File: src/rtl/otp_decoder_if.sv
// rtl/otp_decoder_if.sv - ciphertext-in / plaintext-out handshake bundle for otp_decoder
// The slave side is the decoder; the master side feeds ciphertext and drains plaintext.
interface otp_decoder_if;
  logic       seed_load;
  logic [7:0] seed;
  logic       ct_valid;
  logic       ct_bit;
  logic       ct_last;
  logic       ct_ready;
  logic [7:0] pt_byte;
  logic [3:0] pt_nbits;
  logic       pt_last;
  logic       pt_valid;
  logic       pt_ready;
  logic       seed_err;

  modport master (
    output seed_load, seed, ct_valid, ct_bit, ct_last, pt_ready,
    input  ct_ready, pt_byte, pt_nbits, pt_last, pt_valid, seed_err
  );

  modport slave (
    input  seed_load, seed, ct_valid, ct_bit, ct_last, pt_ready,
    output ct_ready, pt_byte, pt_nbits, pt_last, pt_valid, seed_err
  );
endinterface

File: src/rtl/otp_decoder.sv
// rtl/otp_decoder.sv - bit-serial LFSR keystream decoder packing plaintext into bytes
// One ciphertext bit per accepted beat; full or frame-final bytes go out through a 1-deep buffer.
module otp_decoder #(
  parameter logic [7:0] TAPS = 8'hB8
) (
  input  logic          clk,
  input  logic          rst,
  otp_decoder_if.slave  bus
);

  typedef enum logic {IDLE, RUN} state_t;

  state_t     state;
  logic [7:0] lfsr;
  logic [6:0] shreg;
  logic [2:0] cnt;
  logic [7:0] pt_byte_q;
  logic [3:0] pt_nbits_q;
  logic       pt_last_q;
  logic       pt_valid_q;
  logic       seed_err_q;

  logic       ready;
  logic       accept;
  logic       p;
  logic       byte_done;
  logic [7:0] assembled;
  logic [7:0] aligned;

  // A held output byte blocks input so that no decoded bit can be overwritten.
  assign ready     = !rst && (state == RUN) && !bus.seed_load && (!pt_valid_q || bus.pt_ready);
  assign accept    = bus.ct_valid && ready;
  assign p         = bus.ct_bit ^ lfsr[7];
  assign byte_done = (cnt == 3'd7) || bus.ct_last;
  assign assembled = {shreg, p};
  // Partial bytes are shifted up so the first received bit lands in bit 7.
  assign aligned   = assembled << (3'd7 - cnt);

  always_ff @(posedge clk) begin
    if (rst) begin
      state      <= IDLE;
      lfsr       <= 8'h00;
      shreg      <= 7'h00;
      cnt        <= 3'd0;
      pt_byte_q  <= 8'h00;
      pt_nbits_q <= 4'd0;
      pt_last_q  <= 1'b0;
      pt_valid_q <= 1'b0;
      seed_err_q <= 1'b0;
    end else if (bus.seed_load) begin
      state      <= RUN;
      lfsr       <= (bus.seed == 8'h00) ? 8'h01 : bus.seed;
      shreg      <= 7'h00;
      cnt        <= 3'd0;
      pt_valid_q <= 1'b0;
      seed_err_q <= (bus.seed == 8'h00);
    end else begin
      if (pt_valid_q && bus.pt_ready) begin
        pt_valid_q <= 1'b0;
      end
      if (accept) begin
        lfsr <= {lfsr[6:0], ^(lfsr & TAPS)};
        if (byte_done) begin
          pt_byte_q  <= aligned;
          pt_nbits_q <= {1'b0, cnt} + 4'd1;
          pt_last_q  <= bus.ct_last;
          pt_valid_q <= 1'b1;
          shreg      <= 7'h00;
          cnt        <= 3'd0;
        end else begin
          shreg <= assembled[6:0];
          cnt   <= cnt + 3'd1;
        end
        if (bus.ct_last) begin
          state <= IDLE;
        end
      end
    end
  end

  assign bus.ct_ready = ready;
  assign bus.pt_byte  = pt_byte_q;
  assign bus.pt_nbits = pt_nbits_q;
  assign bus.pt_last  = pt_last_q;
  assign bus.pt_valid = pt_valid_q;
  assign bus.seed_err = seed_err_q;

endmodule

File: src/flat_wrapper.sv
// flat-port wrapper written by rule: the top's interface ports become plain ports
module otp_decoder_flat 
#(
  parameter logic [7:0] TAPS = 8'hB8
)
  (clk, rst, bus_seed_load, bus_seed, bus_ct_valid, bus_ct_bit, bus_ct_last, bus_pt_ready, bus_ct_ready, bus_pt_byte, bus_pt_nbits, bus_pt_last, bus_pt_valid, bus_seed_err);
  otp_decoder_if bus_i ();
  input  logic clk;
  input  logic rst;
  input wire logic [$bits(bus_i.seed_load)-1:0] bus_seed_load;
  input wire logic [$bits(bus_i.seed)-1:0] bus_seed;
  input wire logic [$bits(bus_i.ct_valid)-1:0] bus_ct_valid;
  input wire logic [$bits(bus_i.ct_bit)-1:0] bus_ct_bit;
  input wire logic [$bits(bus_i.ct_last)-1:0] bus_ct_last;
  input wire logic [$bits(bus_i.pt_ready)-1:0] bus_pt_ready;
  output wire logic [$bits(bus_i.ct_ready)-1:0] bus_ct_ready;
  output wire logic [$bits(bus_i.pt_byte)-1:0] bus_pt_byte;
  output wire logic [$bits(bus_i.pt_nbits)-1:0] bus_pt_nbits;
  output wire logic [$bits(bus_i.pt_last)-1:0] bus_pt_last;
  output wire logic [$bits(bus_i.pt_valid)-1:0] bus_pt_valid;
  output wire logic [$bits(bus_i.seed_err)-1:0] bus_seed_err;
  assign bus_i.seed_load = bus_seed_load;
  assign bus_i.seed = bus_seed;
  assign bus_i.ct_valid = bus_ct_valid;
  assign bus_i.ct_bit = bus_ct_bit;
  assign bus_i.ct_last = bus_ct_last;
  assign bus_i.pt_ready = bus_pt_ready;
  assign bus_ct_ready = bus_i.ct_ready;
  assign bus_pt_byte = bus_i.pt_byte;
  assign bus_pt_nbits = bus_i.pt_nbits;
  assign bus_pt_last = bus_i.pt_last;
  assign bus_pt_valid = bus_i.pt_valid;
  assign bus_seed_err = bus_i.seed_err;
  otp_decoder #(.TAPS(TAPS)) u_core (.clk(clk), .rst(rst), .bus(bus_i));
endmodule
File: config.mk
export PLATFORM = sky130hd
export DESIGN_NAME = otp_decoder_flat
export DESIGN_NICKNAME = d
export VERILOG_FILES = /design/src/rtl/otp_decoder_if.sv /design/src/rtl/otp_decoder.sv /design/src/flat_wrapper.sv
export SDC_FILE = /design/constraint.sdc
export NUM_CORES = 1
export LEC_CHECK = 0
export ABC_AREA = 1
export CORE_MARGIN = 4
export CORE_UTILIZATION = 47
export CTS_CLUSTER_SIZE = 12
export DETAILED_ROUTE_END_ITERATION = 8
export HOLD_SLACK_MARGIN = 0.06
export PLACE_DENSITY = 0.75
export REMOVE_ABC_BUFFERS = 1
export SLEW_MARGIN = 30
export SYNTH_ARGS = -nofsm -noshare
export SYNTH_HDL_FRONTEND = slang
export SYNTH_SLANG_ARGS = --single-unit
File: constraint.sdc
create_clock -name clk -period 1.54 [get_ports clk]
set_clock_uncertainty 0.1 [all_clocks]
set_input_delay 0.231 -clock clk [delete_from_list [all_inputs] [get_ports clk]]
set_output_delay 0.231 -clock clk [all_outputs]
set_load 0.05 [all_outputs]
Yosys cells after proc, flatten, opt, wreduce, memory -nomap -nowiden
Index checks and enable logic that the tools add are counted.
Cells by class
  add/sub/neg operators: 3
  multipliers: 0
  divide/modulo/power cells: 0
  $lt $le $gt $ge: 0
  equality and inequality tests: 1
  shift-type cells: 1
  muxes and demuxes: 11
  bitwise operators: 2
  reduce and logical (&&, ||, !) cells: 17
Operators with widths (count)
  $mux W8: 3
  $logic_not A8 Y1: 1
  $reduce_xor A8 Y1: 1
  $shl A8 B3 Y8: 1
  $mux W7: 1
  $mux W1: 6
  $logic_and A1 B1 Y1: 5
  $add A3 B1 Y4 const B: 1
  $reduce_bool A2 Y1: 2
  $add A3 B1 Y3 const B: 1
  $eq A3 B3 Y1 const B: 1
  $logic_not A1 Y1: 3
  $mux W3: 1
  $reduce_and A3 Y1: 1
  $sub A3 B3 Y3 const A: 1
  $logic_or A1 B1 Y1: 2
  $reduce_and A2 Y1: 1
  $reduce_or A2 Y1: 1
  $not A1 Y1: 1
  $xor A1 B1 Y1: 1
Word-level totals
  register bits after elaboration: 34
  bits in latches: 0
  memory bits (writable): 0
  bits in read-only memories: 0
  bits of input ports: 15
  output and inout bits: 16
  logic and storage cells: 44
  memories: 0

Depth between registers and ports, before layout
Gate-level depths: netlist (run 1).
  depth after elaboration: 7
  gate-level depth with buffers: 10
  depth with buffers taken out: 10

Worst setup path after synthesis (run 1)
No wires, ideal clock.
  path type: register to register
  start point: register u_core.pt_valid_q (netlist: u_core.bus.pt_valid)
  end point: register u_core.pt_byte_q[7] (netlist: u_core.bus.pt_byte[7])
  setup time: 109 ps
  arrival time: 1690 ps
  data required time: 1331 ps
  path slack: -358 ps
  stages on the path, launching flop included: 9
  path buffers: 0
  period minus slack after synthesis: 1898 ps
  path through: dfxtp_1 nand2_1 inv_1 nor2_2 nand4_1 nor2_1 nor2_1 nand2_1 inv_1
On the way
  longest elaborated chain between the ends: 5
Ends and longest elaborated chain
  from (decl): line otp_decoder.sv:20  | logic pt_valid_q;
  from (signal assigned): line otp_decoder.sv:48  | pt_valid_q <= 1'b0;
  from (signal assigned): line otp_decoder.sv:55  | pt_valid_q <= 1'b0;
  from (signal assigned): line otp_decoder.sv:59  | pt_valid_q <= 1'b0;
  $logic_not A1 Y1: line otp_decoder.sv:31  | assign ready = !rst && (state == RUN) && !bus.seed_load && (!pt_valid_q || bus.pt_ready);
  $logic_or A1 B1 Y1: line otp_decoder.sv:31
  $logic_and A1 B1 Y1: line otp_decoder.sv:31
  via bus_ct_ready: line flat_wrapper.sv:16  | output wire logic [$bits(bus_i.ct_ready)-1:0] bus_ct_ready;
  $logic_and A1 B1 Y1: line otp_decoder.sv:32  | assign accept = bus.ct_valid && ready;
  $reduce_and A3 Y1 (no line)
  to (signal assigned): line otp_decoder.sv:64  | pt_byte_q <= aligned;
  to (decl): line otp_decoder.sv:17  | logic [7:0] pt_byte_q;
The timed path passes the listed nets, and every way through them passes these cells.
A chain may end at the register's enable or synchronous reset.

Worst setup path after layout (run 1)
  start point: register u_core.state
  end point: output bus_ct_ready
On the way
  longest elaborated chain between the ends: 3
Ends and longest elaborated chain
  from (decl): line otp_decoder.sv:13  | state_t state;
  from (signal assigned): line otp_decoder.sv:41  | state <= IDLE;
  from (signal assigned): line otp_decoder.sv:51  | state <= RUN;
  from (signal assigned): line otp_decoder.sv:75  | state <= IDLE;
  $logic_and A1 B1 Y1 (3 in a row): line otp_decoder.sv:31
  to (decl): line flat_wrapper.sv:16
Every way passes these cells.

==> impl_metrics.ini, run 1 <==
[routing]
drc = 0
drtIter0Drc = 111
wire_per_inst_um = 12.6
detail-route-antenna-nets = 0
totalWireLength_um = 4120
dr.pass1.iters = 4
viasPerCell = 5.24
vias = 1719

[power_and_ir_drop]
ir_drop_mv = 0.578
combinationalPowerShare_pct = 13.0
p_sw_share_pct = 24.4
seqPwrFrac_pct = 51.4
cellInternalPower_w = 0.00135
p_switching_w = 0.000436
pwr-share-clk_pct = 35.6
p_leak_nw = 0.979
power_density_nw_per_um2 = 716

[min_path]
hp-start = bus_pt_ready
hold_class = in -> reg

[worst_setup_path]
path_max_fanout = 4
criticalPathCategory = reg -> out
critPathSlowestCell = dfxtp_2
timing.rr.start = u_core.cnt[0]
startpoint = u_core.state
crit_chain = nand3_1 > nor2_2 > buf_4 > buf_12
critPathLaunchType = flop
worstSetupEndpointType = output port
required_ns = 1.21
crit_arrival_ns = 1.15
max_stage_delay_ns = 0.37

[cts]
tritoncts.num_buffers = 5
cts_hold_buffers = 0
worstSkewPairLatency_ns = 0.28
cts_tree = yes
clock-root-buffer = clkbuf_8
clockBufferDepth = 2
clock-sinks = 34
cts.clk_slew.worst_paths_ns = 0.06
ctsHtreeMaxLevel = 2

[sta]
setup_tns_ns = 0
timing.slew.headroom_pct = 81.4
fin_crit_sh_pct = 96.2
tightest_slew_ns = 0.276
period_minus_slack_ns = 1.48
rsz0062_at_grt = true
final-hold-violation-count = 0
timing.hold.ws_ns = 0.298
drv_slew = 0
max_freq_mhz = 675
setup_viol_count_final = 0

[grt]
antenna_found_initial = 0
grt_max_degree = 20
grt_pass1_wl_um = 6950
grt_pass1_vias = 1571
gr-total-overflow = 0
grt_use_total_pct = 19.4

[layout]
area_delta_synth_final_pct = 43.2
diodes = 0
final_nets = 300
drive_gt1_share_pct = 24.1
fin_util_pct = 72.4
instances_no_fill = 328

[synthesis]
yosysSeqAreaShare_pct = 39.1
ys_seq_elements = 34
synth_cells = 240
synth_mux_area_share_pct = 0
synthAdderAreaFrac_pct = 1.44
postSynthAreaPerCell_um2 = 7.25
yosysWarnings = 0
synth_xor_area_share_pct = 2.01
ys_types = 26
synth_compound_area_share_pct = 17.6
synth_area_um2 = 1740
synth_top_family_by_area = simple AND/OR/NAND/NOR gates
synthSimpleGateAreaFrac_pct = 30.7

[placed_design]
place.gp.congestion = 0.842
place.port_buffers = 30
hpwl_um = 3000
dp.cells = 316

[die]
die_h_um = 68.9
num_io_pins = 31
rows = 21
die_w_um = 68.9
dieArea_um2 = 4740
initial_core_util_pct = 50.6
coreArea_um2 = 3440

[job]
max-cap-violations = 0

[run_status]
status = finished, final reports clean
==> power by group through the flow <==
stage | logic [W] | clock network, W | registers (W)
2_1_floorplan | 0.0000952 | 0 | 0.000946
3_3_place_gp | 0.000218 | 0 | 0.000936
3_5_place_dp | 0.000221 | 0 | 0.000937
4_1_cts | 0.000222 | 0.000650 | 0.000918
5_1_grt | 0.000255 | 0.000705 | 0.000920
6_report | 0.000232 | 0.000636 | 0.000917
==> state kept, by name, indices dropped and copies added (netlist names) <==
signal	count
u_core.cnt	3
u_core.bus.pt_last	1
u_core.lfsr	8
u_core.shreg	7
u_core.bus.pt_valid	1
u_core.bus.pt_byte	8
u_core.bus.seed_err	1
u_core.state	1
u_core.bus.pt_nbits	4
==> synthesized netlist by cell type <==
master    number  area share (%)
nand2_1       56              12
dfxtp_1       34              39
nand3_1       32             9.2
a21oi_1       21             6.0
nor2_1        21             4.5
inv_1         18             3.9
o21ai_0        8             2.3
a211oi_2       7             5.0
a31oi_1        7             2.5
buf_2          4             1.2
clkbuf_1       4            0.86
buf_4          3             1.3
inv_2          3            0.65
o21ai_1        3            0.86
buf_6          2             1.3
ha_1           2             1.4
nand4_1        2            0.72
nor2_4         2             1.3
nor3_1         2            0.58
xnor2_1        2             1.0
xor2_1         2             1.0
nand4_2        1            0.72
nand4_4        1             1.2
nor2_2         1            0.36
o211ai_1       1            0.43
o21a_1         1            0.43
==> critical path: cells and delay by family, from the launching register on <==
| family | cells | cell delay [ns] |
|---|---|---|
| buf+inv | 2 | 0.25 |
| flops | 1 | 0.37 |
| simple gates | 2 | 0.24 |
==> timing repair <==
action	4_1_cts	5_1_grt
setup buffers	2	2
gates resized for setup	9	17
endpoints found under the setup margin	8	13
pin swaps	5	3
cloned	1	1
==> metal layers <==
metal	GRT usage (%)	share of wire [%]	vias to the layer above
met4	8.03	2.0	0
met3	4.38	5.1	9
met1	23.9	44	771
met2	32.6	48	51
li1	-	-	888
met5	0	0	-
==> layout make-up <==
type                            instances  area [um2]
Inverter                               21        82.6
Sequential cell                        34         687
Tap cell                               46        57.6
Clock buffer                            6        82.6
Fill cell                             255         950
Multi-Input combinational cell        173         962
Timing Repair Buffer                   48         621
==> metrics by stage <==
| step | instance area (um2) | setup slack, ns | power (W) |
|---|---|---|---|
| after floorplan | 1660 | -0.543 | 0.00104 |
| after global placement | 2290 | -0.184 | 0.00115 |
| after detailed placement | 2290 | -0.234 | 0.00116 |
| after CTS | 2400 | 0.00765 | 0.00179 |
| after global routing | 2490 | -0.0299 | 0.00188 |
| final | 2490 | 0.0591 | 0.00179 |
==> final timing paths <==
kind / cells past startpoint / slack (ns) / to
setup / recovery: 4 / 0.06 / bus_ct_ready
hold reg to reg: 2 / 0.37 / u_core.shreg[6]
setup reg to reg: 7 / 0.06 / u_core.bus.pt_byte[5]
hold / removal: 5 / 0.30 / u_core.bus.pt_valid
==> cell families after synthesis <==
kind of cell | count (synthesis)
xor gates and xnor gates | 4
DFF | 34
and+or+nand+nor | 118
adders and majority gates | 2
AOI/OAI and AO/OA | 48
buffers and inverters | 34
==> layout by cell type (no fill, tap or decap), types with 3 or more instances in the layout <==
cell type / Yosys / layout
inv_1: 18 / 15
a21oi_1: 21 / 21
clkbuf_8: 0 / 6
nand3_1: 32 / 32
dfxtp_1: 34 / 31
o21ai_0: 8 / 7
nor2_1: 21 / 20
a211oi_2: 7 / 7
nor2_4: 2 / 4
buf_4: 3 / 13
nand2_1: 56 / 54
buf_12: 0 / 17
inv_2: 3 / 5
clkdlybuf4s50_1: 0 / 11
a31oi_1: 7 / 7
o21ai_1: 3 / 3
(Power assumes the default switching activity.)
==> run 2, diff against run 1 <==
--- a/config.mk
+++ b/config.mk
@@ -10,6 +10,7 @@
 export CORE_UTILIZATION = 47
 export CTS_CLUSTER_SIZE = 12
 export DETAILED_ROUTE_END_ITERATION = 8
+export GPL_ROUTABILITY_DRIVEN = 0
 export HOLD_SLACK_MARGIN = 0.06
 export PLACE_DENSITY = 0.75
 export REMOVE_ABC_BUFFERS = 1
==> results of run 2 <==
No change in the layout: final DEF, timing and power equal those of run 1.
